<file path="src/rtl/hyst_writer_pkg.sv">
// Shared edge-detector constants and the result-column type exchanged
// between the hysteresis stage and the output writer.
package hyst_writer_pkg;

    localparam int PIX_W             = 8;
    localparam int ROWS_PER_BLK      = 10;
    localparam int IMG_WIDTH_DEFAULT = 256;

    // Element 0 is the top row of the 10-row block.
    typedef logic [ROWS_PER_BLK-1:0][PIX_W-1:0] column_t;

endpackage : hyst_writer_pkg

</file>
<file path="src/rtl/hyst_writer_flex_counter.sv">
// Generic up-counter with a programmable rollover value; wraps to 0 after
// reaching rollover_val while enabled.
module flex_counter #(
    parameter int NUM_CNT_BITS = 4
) (
    input  logic                    clk,
    input  logic                    n_rst,
    input  logic                    clear,
    input  logic                    count_enable,
    input  logic [NUM_CNT_BITS-1:0] rollover_val,
    output logic [NUM_CNT_BITS-1:0] count_out,
    output logic                    rollover_flag
);

    logic [NUM_CNT_BITS-1:0] count_q;
    logic [NUM_CNT_BITS-1:0] count_d;

    always_comb begin
        // NOTE: assign the default first so every path drives count_d; a missing branch would infer a latch.
        count_d = count_q;
        if (clear) begin
            count_d = '0;
        end else if (count_enable) begin
            count_d = (count_q == rollover_val) ? '0 : count_q + NUM_CNT_BITS'(1);
        end
    end

    // NOTE: non-blocking assignments here so every flop samples pre-edge values regardless of statement order.
    always_ff @(posedge clk or negedge n_rst) begin
        if (!n_rst) begin
            count_q <= '0;
        end else begin
            count_q <= count_d;
        end
    end

    assign count_out     = count_q;
    assign rollover_flag = (count_q == rollover_val);

endmodule : flex_counter

</file>
<file path="src/rtl/hyst_writer.sv">
// Captures hysteresis result columns into a two-entry ping-pong buffer and
// writes them pixel by pixel into a row-major output memory.
module hyst_writer
    import hyst_writer_pkg::*;
#(
    parameter int          IMG_WIDTH  = IMG_WIDTH_DEFAULT,
    parameter int          NUM_BLOCKS = 24,
    parameter int          ADDR_BITS  = 18,
    parameter int unsigned BASE_ADDR  = 0
) (
    input  logic                 clk,
    input  logic                 n_rst,
    input  logic                 hyst_final,
    input  column_t              hyst_out,
    input  logic                 mem_busy,
    output logic                 mem_write,
    output logic [ADDR_BITS-1:0] mem_addr,
    output logic [PIX_W-1:0]     mem_data,
    output logic                 writer_busy,
    output logic                 overrun,
    output logic                 frame_done
);

    localparam int COL_W = (IMG_WIDTH > 1) ? $clog2(IMG_WIDTH) : 1;
    localparam int BLK_W = (NUM_BLOCKS > 1) ? $clog2(NUM_BLOCKS) : 1;

    localparam logic [COL_W-1:0] COL_LAST = COL_W'(IMG_WIDTH - 1);
    localparam logic [BLK_W-1:0] BLK_LAST = BLK_W'(NUM_BLOCKS - 1);
    localparam logic [3:0]       PIX_LAST = 4'(ROWS_PER_BLK - 1);

    typedef enum logic [1:0] {
        S_IDLE,
        S_WRITE,
        S_ADVANCE
    } state_e;

    state_e           state_q, state_d;
    logic [1:0]       valid_q, valid_d;
    logic             wr_ptr_q, wr_ptr_d;
    logic             rd_ptr_q, rd_ptr_d;
    logic [COL_W-1:0] col_q, col_d;
    logic [BLK_W-1:0] blk_q, blk_d;
    logic             overrun_q, overrun_d;
    logic             prev_q, prev_d;
    column_t          entry_q [2];
    column_t          entry_d [2];

    logic       cap_evt;
    logic       col_done;
    logic       pix_en;
    logic       pix_last;
    logic [3:0] pix;

    flex_counter #(
        .NUM_CNT_BITS (4)
    ) u_pix_cnt (
        .clk           (clk),
        .n_rst         (n_rst),
        .clear         (1'b0),
        .count_enable  (pix_en),
        .rollover_val  (PIX_LAST),
        .count_out     (pix),
        .rollover_flag (pix_last)
    );

    // ------------------------------------------------------------------
    // Capture side: rising edge of hyst_final loads the entry at wr_ptr.
    // ------------------------------------------------------------------
    always_comb begin
        cap_evt   = hyst_final & ~prev_q;
        prev_d    = hyst_final;
        valid_d   = valid_q;
        wr_ptr_d  = wr_ptr_q;
        rd_ptr_d  = rd_ptr_q;
        overrun_d = overrun_q;
        entry_d   = entry_q;

        if (col_done) begin
            valid_d[rd_ptr_q] = 1'b0;
            rd_ptr_d          = ~rd_ptr_q;
        end

        // A full buffer still accepts the column if the entry being drained
        // retires its last pixel in this same cycle.
        if (cap_evt) begin
            if (!valid_q[wr_ptr_q] || (col_done && (wr_ptr_q == rd_ptr_q))) begin
                entry_d[wr_ptr_q] = hyst_out;
                valid_d[wr_ptr_q] = 1'b1;
                wr_ptr_d          = ~wr_ptr_q;
            end else begin
                overrun_d = 1'b1;
            end
        end
    end

    // ------------------------------------------------------------------
    // Drain side: write ten pixels, then step the column/block position.
    // ------------------------------------------------------------------
    always_comb begin
        state_d    = state_q;
        col_d      = col_q;
        blk_d      = blk_q;
        pix_en     = 1'b0;
        col_done   = 1'b0;
        mem_write  = 1'b0;
        mem_addr   = '0;
        mem_data   = '0;
        frame_done = 1'b0;

        case (state_q)
            S_IDLE: begin
                if (valid_q[rd_ptr_q]) begin
                    state_d = S_WRITE;
                end
            end

            S_WRITE: begin
                mem_write = 1'b1;
                mem_data  = entry_q[rd_ptr_q][pix];
                mem_addr  = ADDR_BITS'(BASE_ADDR
                          + ((32'(blk_q) * 32'(ROWS_PER_BLK) + 32'(pix)) * 32'(IMG_WIDTH)
                          + 32'(col_q)));
                if (!mem_busy) begin
                    pix_en = 1'b1;
                    if (pix_last) begin
                        col_done = 1'b1;
                        state_d  = S_ADVANCE;
                    end
                end
            end

            S_ADVANCE: begin
                if (col_q == COL_LAST) begin
                    col_d = '0;
                    if (blk_q == BLK_LAST) begin
                        blk_d      = '0;
                        frame_done = 1'b1;
                    end else begin
                        blk_d = blk_q + BLK_W'(1);
                    end
                end else begin
                    col_d = col_q + COL_W'(1);
                end
                // rd_ptr_q already points at the next entry here.
                state_d = valid_q[rd_ptr_q] ? S_WRITE : S_IDLE;
            end

            default: state_d = S_IDLE;
        endcase
    end

    always_ff @(posedge clk or negedge n_rst) begin
        if (!n_rst) begin
            state_q   <= S_IDLE;
            valid_q   <= '0;
            wr_ptr_q  <= 1'b0;
            rd_ptr_q  <= 1'b0;
            col_q     <= '0;
            blk_q     <= '0;
            overrun_q <= 1'b0;
            prev_q    <= 1'b1;
        end else begin
            state_q   <= state_d;
            valid_q   <= valid_d;
            wr_ptr_q  <= wr_ptr_d;
            rd_ptr_q  <= rd_ptr_d;
            col_q     <= col_d;
            blk_q     <= blk_d;
            overrun_q <= overrun_d;
            prev_q    <= prev_d;
        end
    end

    // NOTE: buffer payload is deliberately not reset; the valid bits gate every read of it.
    always_ff @(posedge clk) begin
        entry_q <= entry_d;
    end

    assign writer_busy = valid_q[0] & valid_q[1];
    assign overrun     = overrun_q;

endmodule : hyst_writer

</file>
<file path="config.mk">
export PLATFORM = sky130hd
export DESIGN_NAME = hyst_writer
export DESIGN_NICKNAME = d
export VERILOG_FILES = /design/src/rtl/hyst_writer_pkg.sv /design/src/rtl/hyst_writer_flex_counter.sv /design/src/rtl/hyst_writer.sv
export SDC_FILE = /design/constraint.sdc
export NUM_CORES = 1
export LEC_CHECK = 0
export ABC_AREA = 1
export CORE_ASPECT_RATIO = 1.1
export CORE_UTILIZATION = 42
export DETAILED_ROUTE_END_ITERATION = 16
export DONT_BUFFER_PORTS = 1
export PLACE_DENSITY = 0.55
export REMOVE_ABC_BUFFERS = 1
export SYNTH_ARGS = -nofsm -noshare
export SYNTH_HDL_FRONTEND = slang
export SYNTH_SLANG_ARGS = --single-unit
</file>
<file path="constraint.sdc">
create_clock -name clk -period 14.65 [get_ports clk]
set_input_delay 2.93 -clock clk [delete_from_list [all_inputs] [get_ports clk]]
set_output_delay 2.93 -clock clk [all_outputs]
set_load 0.01 [all_outputs]
</file>
# == Word level (Yosys, flattened, before mapping) ==
# Index checks and enable logic that the tools add are counted.
# word_totals
inputBits,84
word_cells,112
out_inout_bits,30
reg_bits,185
# op_classes
n_eq_ne,9
multipliers,1
n_addsub,5
reduce_logical,11
mux,38
n_lt_le_gt_ge,8
bitwise,11
# ops
op,n
$mux 80,4
$bwmux 160,1
$demux 80 s1,1
$bmux 8 s4,1
$mux 8,3
$add 18x8->18,1
$mux 18,1
$mux 1,16
$mux 2,6
$add 9x4->10,1
$add 8x1->8 const B,1
$eq 8x8->1 const B,1
$mul 5x3->8 const B,1
$ne 2x2->1 const B,3
$pmux 2 s3,1
$reduce_and 2->1,3
$add 5x1->5 const B,1
$eq 5x5->1 const B,1
$lt 4x5->1 const B,1
$mux 5,1
$add 4x1->4 const B,1
$eq 4x4->1 const B,1
$ge 2x2->1 const B,2
$logic_and 1x1->1,4
18 further kinds,26

# == Longest topological paths before layout ==
# logic_depth
depth_word,10
depth_mapped,11
mapped_depth_nobuf,10

# == Cells and area by module ==
# From an unflattened synthesis, not the netlist that was laid out.
# hier_totals
hier_cells,882
area_unflattened_um2,8613.3
# by_module_without_submodules
module,area_each_um2,n_inst,cells_per_inst
hyst_writer,8319.2,1,836
flex_counter,294.0,1,46

# == Least setup slack after synthesis ==
# Ideal clock, no wire load.
# synth_timing
path_type,input to register
from,input port mem_busy
to,"register entry_q[0] (netlist bit), enable pin"
path_stages,5
arrival_ns,6.904
t_required_ns,14.131
setup_slack_ns,7.228
setup_ns,0.519
path_cell_list,nor2_2 nand3_4 o21ai_1 nand2_1 nor2_1
# synth_between
elab_chain_cells,5
# synth_rtl
element,line,rtl
start: declaration,hyst_writer.sv:15,"input logic mem_busy,"
$mux 1,hyst_writer.sv:123,if (!mem_busy) begin
$mux 1,hyst_writer.sv:110,case (state_q)
$logic_and 1x1->1,hyst_writer.sv:86,if (!valid_q[wr_ptr_q] || (col_done && (wr_ptr_q == rd_ptr_q))) begin
$logic_or 1x1->1,hyst_writer.sv:86,
$reduce_and 2->1 (no line),-,
end signal: assignment,hyst_writer.sv:176,entry_q <= entry_d;
end: declaration,hyst_writer.sv:45,column_t entry_q [2];
# No other way between the ends.
# A chain may end at the register's enable or synchronous reset.

# == Worst setup path after layout ==
# layout_timing
from,register rd_ptr_q
to,output port mem_data[5]
# layout_between
elab_chain_cells,7
# layout_rtl
element,line,rtl
start: declaration,hyst_writer.sv:40,"logic rd_ptr_q, rd_ptr_d;"
start signal: assignment,hyst_writer.sv:166,rd_ptr_q <= rd_ptr_d;
$not 1->2 (not written as such),hyst_writer.sv:119,mem_data = entry_q[rd_ptr_q][pix];
$mux 80 (not written as such) (3 in a row),hyst_writer.sv:119,
$bmux 8 s4,hyst_writer.sv:119,
$mux 8 (not written as such),hyst_writer.sv:119,
$mux 8,hyst_writer.sv:110,
end: declaration,hyst_writer.sv:18,"output logic [PIX_W-1:0] mem_data,"
# No other way between the ends. The select of a mux whose other input is x is not followed.

==> qor.yml <==
critPathLaunchType: "register"
viasPerCell: 4.94
drt_iter0_markers: 367
worstPathArrival_ns: 2.92
syn_to_final_growth_pct: 8.91
io_pins: 114
r2r_slack_ns: 11.19
swShare: 0.365
peakVddDrop_v: 0.0000814
syn_area_per_cell_um2: 9.99
grt_pass1_vias: 5307
synth_compound_area_frac: 0.0418
r2r_cells: 8
max_cap_violations: 0
cts_sinks: 185
final_cell_mix: "nand2_1, edfxtp_1, inv_1, nor2_1, nand3_1"
yosysUniqueCellTypes: 33
crit_fanout: 59
required_ns: 11.72
whs_path_depth: 1
ys_seq_area_frac: 0.649
portBuffers: 0
min_path_type: "register to register"
postLayoutCellArea_um2: 9120
dieArea_um2: 20500
grt_start_max_net_pins: 82
overflow: 0
num_rows: 53
status: "finished clean"
pwr-share-clk: 0.282
layout-drive-gt1-share: 0.0627
coreArea_um2: 19300
hpwlAfterDp_um: 11800
tightest_slew_ns: 1.13
syn_area_um2: 8370
holdBufCountCts: 0
clk_latency_ns: 0.42
grt_usage: 0.189
cts-resized-gates: 0
power.density_nw_per_um2: 171
p_leak_nw: 3.79
cts.htree.levels: 4
placed_area_um2: 8560
post_cts_buffers: 0
drt_pass1_iterations: 5
async_flop_share: 0.135
synth_top_family_by_area: "simple AND/OR/NAND/NOR gates"
clk_path_buf_depth: 2
rsz0062_at_grt: "no"
grt_pass1_wl_um: 28500
cts_tree: "done"
layout_commonest_cell: "nand2_1"
final_hold_viol_count: 0
relSlewSlack: 0.247
path_clk_slew_ns: 0.07
drc: 0
grt_antenna_before_repair: 0
reg2reg_to: "entry_q[9]$_DFFE_PP_"
fin_tns_setup_ns: 0
gp_congestion: 0.867
drv_slew: 0
finalSetupViolations: 0
wire_per_inst_um: 16.6
ys_warn_count: 0
clock_skew_ns: 0.00841
wl_um: 18200
fin_crit_sh: 0.400
reg2reg_from: "state_q[1]$_DFFE_PN0P_"
p_switching_w: 0.000570
synthAdderAreaFrac: 0.0212
p_int_w: 0.000993
fmax_mhz: 171
cp-end-kind: "output port"
setup_ws_ns: 8.80
power_frac_seq: 0.418
antenna_cells: 0
min_to: "col_q[6]$_DFFE_PN0P_"
yosys.area_share.simple: 0.203
start_util: 0.434
period_needed_ns: 5.85
muxShareOfSynthArea: 0
numCtsBuffers: 17
ant_nets: 0
ys_ff_latch: 185
min_from: "col_q[6]$_DFFE_PN0P_"
critical_path_class: "register to output port"
synthCells: 838
pre_cts_ws_ns: 9.24
synth-xor-area-share: 0.00732
num_vias: 5392
power_frac_comb: 0.300
die_w_um: 137
cts_root_buffer: "clkbuf_16"
fin_nets: 929
synth_top_flop_cell: "edfxtp_1"
die_y_um: 150
synth-edff-count: 160
-- registers in the layout, summed over array words and instances, names as in the netlist --
signal and flops:
wr_ptr_q 1, entry_q 160, col_q 8, u_pix_cnt.count_out 4
prev_q 1, valid_q 2, overrun 1, state_q 2
blk_q 5, rd_ptr_q 1
-- through the flow --
stage / instances / util / hold WS (ns) / total power, W
floorplan: 808 / - / 0.471 / 0.000986
global placement: 1060 / 0.443 / 0.491 / 0.00113
detailed placement: 1060 / 0.443 / 0.512 / 0.00114
CTS: 1092 / 0.472 / 0.529 / 0.00158
global route: 1092 / 0.472 / 0.556 / 0.00166
finish: 1092 / 0.472 / 0.530 / 0.00156
-- worst max path at each step --
stage | start | endpoint | slack [ns] | depth (start not counted)
floorplan | mem_busy | entry_q[0]$_DFFE_PP_ | 7.19 | 5
global placement | rd_ptr_q$_DFFE_PN0P_ | mem_data[6] | 9.23 | 10
detailed placement | rd_ptr_q$_DFFE_PN0P_ | mem_data[5] | 9.24 | 10
CTS | rd_ptr_q$_DFFE_PN0P_ | mem_data[5] | 8.77 | 10
global route | rd_ptr_q$_DFFE_PN0P_ | mem_data[3] | 8.54 | 10
finish | rd_ptr_q$_DFFE_PN0P_ | mem_data[5] | 8.80 | 10
-- kinds of logic after synthesis --
logic type / count (synthesis)
xor+xnor: 7
buf+inv: 157
other cells: 1
simple gates: 408
fa+ha+maj: 13
compound gates: 67
flops: 185
-- layer usage --
| layer | routed length, um | track usage | share of wire | vias up |
|---|---|---|---|---|
| li1 | - | - | - | 2699 |
| met1 | 7330 | 0.225 | 0.40 | 2532 |
| met2 | 9040 | 0.319 | 0.50 | 141 |
| met3 | 1490 | 0.0610 | 0.082 | 20 |
| met4 | 308 | 0.0717 | 0.017 | 0 |
| met5 | 0 | 0 | 0 | - |
-- Yosys cell counts, types with 8 or more instances --
| master | n | area [um2] |
|---|---|---|
| a21oi_1 | 24 | 120 |
| buf_2 | 10 | 50.1 |
| buf_4 | 8 | 60.1 |
| clkbuf_1 | 9 | 33.8 |
| dfrtp_1 | 24 | 601 |
| edfxtp_1 | 160 | 4800 |
| ha_1 | 11 | 138 |
| inv_1 | 120 | 450 |
| nand2_1 | 224 | 841 |
| nand3_1 | 57 | 285 |
| nor2_1 | 99 | 372 |
| nor3_1 | 13 | 65.1 |
| o21ai_0 | 27 | 135 |
| o22ai_1 | 8 | 50.1 |
-- critical path, stage by stage, from the launching register on --
cell	delay, ns
dfrtp_2	0.64
inv_2	0.36
buf_4	0.59
nand2_1	0.11
nand2_1	0.09
nand2_1	0.05
nand2_1	0.07
nand2_1	0.05
nand2_1	0.08
nand3_1	0.07
a21oi_1	0.36
-- power by group through the flow --
| stage | registers (W) | clock network, W | logic, W |
|---|---|---|---|
| 3_5_place_dp | 0.000665 | 0 | 0.000474 |
| 3_3_place_gp | 0.000664 | 0 | 0.000470 |
| 2_1_floorplan | 0.000677 | 0 | 0.000309 |
| 6_report | 0.000653 | 0.000441 | 0.000469 |
| 4_1_cts | 0.000654 | 0.000451 | 0.000477 |
| 5_1_grt | 0.000659 | 0.000469 | 0.000530 |
-- layout make-up --
type,count,area [um2]
Multi-Input combinational cell,496,2300
Timing Repair Buffer,5,37.5
Sequential cell,185,5430
Inverter,127,477
Clock buffer,20,437
Clock inverter,12,125
Tap cell,247,309
Fill cell,1772,10200
No activity file was read; power rests on OpenSTA's default activity.
